--- src/rtl/display7_scan.sv ---
// Time-multiplexed driver for a bank of common-anode seven-segment digits.
// Latches a packed nibble word on iLoad and scans one digit per CLK_DIV cycles.
module display7_scan #(
    parameter int unsigned DIGITS    = 8,
    parameter int unsigned CLK_DIV   = 100000,
    parameter int unsigned BLANK_CYC = 2
) (
    input  logic                  clk,
    input  logic                  rst,
    input  logic                  iLoad,
    input  logic [4*DIGITS-1:0]   iData,
    input  logic [DIGITS-1:0]     iDp,
    input  logic [DIGITS-1:0]     iBlank,
    input  logic                  iHex,
    input  logic                  iLzs,
    output logic [6:0]            oSeg,
    output logic                  oDp,
    output logic [DIGITS-1:0]     oAn
);

    localparam int unsigned DATA_W = 4 * DIGITS;
    localparam int unsigned CNT_W  = (CLK_DIV > 1) ? $clog2(CLK_DIV) : 1;
    localparam int unsigned IDX_W  = (DIGITS > 1) ? $clog2(DIGITS) : 1;
    localparam logic [6:0]  SEG_OFF = 7'h7F;

    logic [DATA_W-1:0] shData;
    logic [DIGITS-1:0] shDp;
    logic [DIGITS-1:0] shBlank;
    logic [CNT_W-1:0]  cnt;
    logic [IDX_W-1:0]  idx;

    logic [DIGITS-1:0] suppress;
    logic [3:0]        nibble;
    logic [6:0]        segNext;
    logic              dpNext;
    logic [DIGITS-1:0] anNext;

    // Active-low gfedcba glyphs; 10..15 are dark unless hex mode is on.
    function automatic logic [6:0] glyphOf(input logic [3:0] v, input logic hex);
        case (v)
            4'h0: return 7'b1000000;
            4'h1: return 7'b1111001;
            4'h2: return 7'b0100100;
            4'h3: return 7'b0110000;
            4'h4: return 7'b0011001;
            4'h5: return 7'b0010010;
            4'h6: return 7'b0000010;
            4'h7: return 7'b1111000;
            4'h8: return 7'b0000000;
            4'h9: return 7'b0010000;
            4'hA: return hex ? 7'b0001000 : SEG_OFF;
            4'hB: return hex ? 7'b0000011 : SEG_OFF;
            4'hC: return hex ? 7'b1000110 : SEG_OFF;
            4'hD: return hex ? 7'b0100001 : SEG_OFF;
            4'hE: return hex ? 7'b0000110 : SEG_OFF;
            default: return hex ? 7'b0001110 : SEG_OFF;
        endcase
    endfunction

    // A digit is a leading zero when it and every more significant nibble is zero.
    always_comb begin
        logic allZero;
        suppress = '0;
        allZero  = 1'b1;
        for (int k = int'(DIGITS) - 1; k >= 0; k--) begin
            allZero     = allZero & (shData[4*k +: 4] == 4'h0);
            suppress[k] = iLzs & (k > 0) & allZero;
        end
    end

    always_comb begin
        segNext = SEG_OFF;
        dpNext  = 1'b1;
        anNext  = '1;
        nibble  = shData[4*int'(idx) +: 4];
        if (32'(cnt) >= BLANK_CYC) begin
            anNext = ~(DIGITS'(1) << idx);
            if (!shBlank[idx]) begin
                segNext = suppress[idx] ? SEG_OFF : glyphOf(nibble, iHex);
                dpNext  = ~shDp[idx];
            end
        end
    end

    always_ff @(posedge clk or posedge rst) begin
        if (rst) begin
            shData  <= '0;
            shDp    <= '0;
            shBlank <= '0;
            cnt     <= '0;
            idx     <= '0;
            oSeg    <= SEG_OFF;
            oDp     <= 1'b1;
            oAn     <= '1;
        end else begin
            if (iLoad) begin
                shData  <= iData;
                shDp    <= iDp;
                shBlank <= iBlank;
            end
            if (cnt == CNT_W'(CLK_DIV - 1)) begin
                cnt <= '0;
                idx <= (idx == IDX_W'(DIGITS - 1)) ? '0 : idx + IDX_W'(1);
            end else begin
                cnt <= cnt + CNT_W'(1);
            end
            oSeg <= segNext;
            oDp  <= dpNext;
            oAn  <= anNext;
        end
    end

endmodule
--- config.mk ---
export PLATFORM = sky130hd
export DESIGN_NAME = display7_scan
export DESIGN_NICKNAME = d
export VERILOG_FILES = /design/src/rtl/display7_scan.sv
export SDC_FILE = /design/constraint.sdc
export NUM_CORES = 1
export LEC_CHECK = 0
export CAP_MARGIN = 20
export CORE_MARGIN = 2
export CORE_UTILIZATION = 45
export DETAILED_ROUTE_END_ITERATION = 8
export HOLD_SLACK_MARGIN = 0.15
export PLACE_DENSITY = 0.7
export SYNTH_ARGS = -nofsm -noshare
export SYNTH_HDL_FRONTEND = slang
export SYNTH_SLANG_ARGS = --single-unit
--- constraint.sdc ---
create_clock -name clk -period 3.43 [get_ports clk]
set_input_delay 0.5145 -clock clk [delete_from_list [all_inputs] [get_ports clk]]
set_output_delay 0.5145 -clock clk [all_outputs]
set_load 0.005 [all_outputs]
==> metrics.md <==
| Metric | Value |
|---|---|
| First-pass GRT wire length | 13.56 mm |
| Async S/R FF share, synth | 1.000 |
| Setup Buffers After CTS | 0 |
| Core area | 8636 um^2 |
| Internal power | 1.639 mW |
| EDFF count, synth | 0 |
| Final Core Density | 0.5762 |
| Setup crit start kind | register |
| Final antenna-violating net count | 0 |
| Syn avg cell area | 12.26 um^2 |
| Final Skew | 12.90 ps |
| Status | finished clean |
| Inserted Diodes | 0 |
| Setup Slack @ Placement | 950.7 ps |
| Netlist cell types | 45 |
| Initial core utilization | 0.4613 |
| CP cell instances | buf_4 > mux2i_1 > nor3_1 > nor4_2 > nor2_1 > or4_1 > o2111ai_1 |
| Post-cts resize count | 0 |
| Residual DRC count | 0 |
| Drt first pass iters | 4 |
| Crit. End Element | register |
| Non-filler cells in the finished layout | 506 |
| Layout area overhead | 24.91% |
| Worst path arrival time | 2750 ps |
| Std-Cell Rows | 34 |
| Setup ws final | 942.5 ps |
| F_max | 0.4020 GHz |
| Clock H-tree levels | 3 |
| Ports | 69 |
| CTS Buffer Depth | 2 |
| Max stage delay cell, worst path | nor4_2 |
| Num CTS Buffers | 9 |
| Tmin final | 2488 ps |
| Logic pwr share | 0.128 |
| Seq cells post-synth | 84 |
| CP max FO | 19 |
| Via count | 2766 |
| Slew HR | 0.3121 |
| MaxCap Viol Count | 0 |
| Placed cell count | 490 |
| GR Util met2 | 0.2666 |
| Seq/Total Area, Yosys | 0.5327 |
| Final setup viols | 0 |
| Nets | 454 |
| Total power | 2.162 mW |
| Power Density | 434.5 nW/um^2 |
| Synthesized area | 3984 um^2 |
| Post-Route WL | 7.998 mm |
| Chip width | 98.09 um |
| RSZ-0062 raised after global routing | false |
| CTS tree | yes |
| Synth warnings | 0 |
| Met3 Usage GRT | 0.04438 |
| Initial antenna violation count | 0 |
| Initial DRC count | 120 |
| Worst-Margin Slew | 1032 ps |
| CTS Hold Buffers Added | 0 |
| WHS | 496.0 ps |
| Gr usage total | 0.1759 |
| GRT overflow | 0 |
| Sw Ratio | 0.2416 |
| Tcrit/Tclk final | 0.7252 |
| Vias/cell | 5.466 |
| HPWL after detailed placement | 5.930 mm |
| Sink Count | 84 |
| Vert. Die Dim | 98.09 um |
| Family with the most delay on the worst path | simple AND/OR/NAND/NOR gates |
| Worst EP required | 3690 ps |
| WL/cell | 15.81 um |
| Final hold vios | 0 |
| Worst Hold Class | register to register |
| Syn_nets | 386 |
| Clk Latency, worst-skew pair | 360 ps |
| Syn Inst Count | 325 |
| Max VDD drop | 0.2280 mV |
| Die Footprint | 9622 um^2 |
| Vias in the first global route | 2761 |
| Final Cell Area | 4976 um^2 |
| # port buffers | 68 |
| Sequential Power Share | 0.516 |
| Largest net degree at the start of global routing | 49 |
| WS Path Type | register to register |
| Max incr delay on CP | 570 ps |
| Gpl congestion | 0.8489 |
| CTS clock-pin slew for the worst setup and hold paths | 90 ps |
| M1 GR Usage | 0.2495 |
| Switching pwr | 522.4 uW |
| Clk root buf | clkbuf_8 |
| Worst path bufs/invs | 1 |
| Layout cells sized above 1 | 0.2412 |
| Busiest grt layer | met2 |
| Final Max Tran Viols | 0 |
| Sum of negative setup slack | 0 ps |
| Clock power frac | 0.355 |
| Top_reg_cell synth | dfrtp_1 |
| Lkg Pwr | 1.995 nW |
| Post-place instance area | 4756 um^2 |
==> layout make-up <==
cell class	instances	area, um^2
clock buffers	12	165.2
multi-input cells	220	1760
inverters	7	27.53
well taps	108	135.1
repair buffers	71	710.7
flip-flops and latches	84	2122
fillers	733	3660
clock inverters	4	55.05
==> worst paths after layout <==
check                       start         end  slack, ps  cells after the start
min in group asynchronous     rst     shDp[2]        560                      2
hold reg to reg            cnt[8]      cnt[8]        500                      1
max in group asynchronous     rst  shData[21]       2190                      3
setup reg to reg           idx[0]     oSeg[3]        940                      7
hold / removal             cnt[8]      cnt[8]        500                      1
setup / recovery           idx[0]     oSeg[3]        940                      7
==> state kept, by name, summed over array words and instances (netlist names) <==
register / flops
shData: 32
cnt: 17
oAn: 8
shBlank: 8
shDp: 8
oSeg: 7
idx: 3
oDp: 1
==> cell usage in the layout, fill, tap and decap left out, types with 2 or more instances in the layout <==
master           count
o21ai_1              3
dfrtp_1             68
a2bb2oi_1            2
o21ai_0             13
mux2i_1             10
inv_1                6
nor2b_1              2
nand3_1             11
o22ai_1              2
dfstp_2             16
nor3_1               6
nand2b_1             2
ha_1                 8
o21ai_2              2
nand4_1              2
mux4_2               6
a21oi_1              9
buf_4                2
and4_1               2
a211oi_1             2
nor4_1              11
nor2_1              12
nor3b_1              2
xor2_1               8
clkdlybuf4s50_1     67
and2_1               2
clkbuf_8            12
xnor2_1              5
mux2_2              50
or4_1                3
or3_1                3
and3_1               4
nand2_1             28
==> cell families after synthesis <==
family / share of synthesized area
AOI/OAI and AO/OA: 0.06439
xor gates and xnor gates: 0.02858
adders and majority gates: 0.02513
buffers and inverters: 0.02544
DFF: 0.5327
muxes: 0.2070
and+or+nand+nor: 0.1168
==> synth_stat cells, types with 2 or more instances <==
library cell   n  share of area
ha_1           8          0.025
inv_1          7         0.0066
a21oi_1        9          0.011
xnor2_1        5          0.011
or4_1          3         0.0057
or3_1          3         0.0047
nand2_1       28          0.026
mux4_2         6          0.034
and4_1         2         0.0044
buf_6          2         0.0057
mux2i_1       10          0.025
nor3b_1        2         0.0038
nand3_1       11          0.014
buf_1          2         0.0019
a211oi_1       2         0.0038
nand2b_1       2         0.0031
nor2b_1        2         0.0031
nor2_1        12          0.011
dfrtp_1       68           0.43
o21ai_0       13          0.016
nor4_1        11          0.017
nor3_1         6         0.0075
and3_1         4         0.0063
and2_1         2         0.0031
o21ai_2        2         0.0044
a2bb2oi_1      2         0.0044
buf_2          3         0.0038
dfstp_2       16           0.11
o22ai_1        2         0.0031
o21ai_1        3         0.0038
xor2_1         8          0.018
mux2_2        50           0.14
nand4_1        2         0.0031
clkbuf_1       6         0.0057
==> metal layers <==
metal  vias up  share of wire
met4         0          0.016
met2        81           0.45
met3        12          0.051
li1       1317              -
met1      1356           0.48
met5         -              0
==> power by group through the flow <==
stage               sequential (mW)  clock (mW)  combinational, mW
finish                         1.12       0.768              0.278
global route                   1.13       0.823              0.305
CTS                            1.12       0.777              0.281
detailed placement             1.14           0              0.280
global placement               1.14           0              0.273
floorplan                      1.12           0              0.165
(Power assumes the default switching activity.)
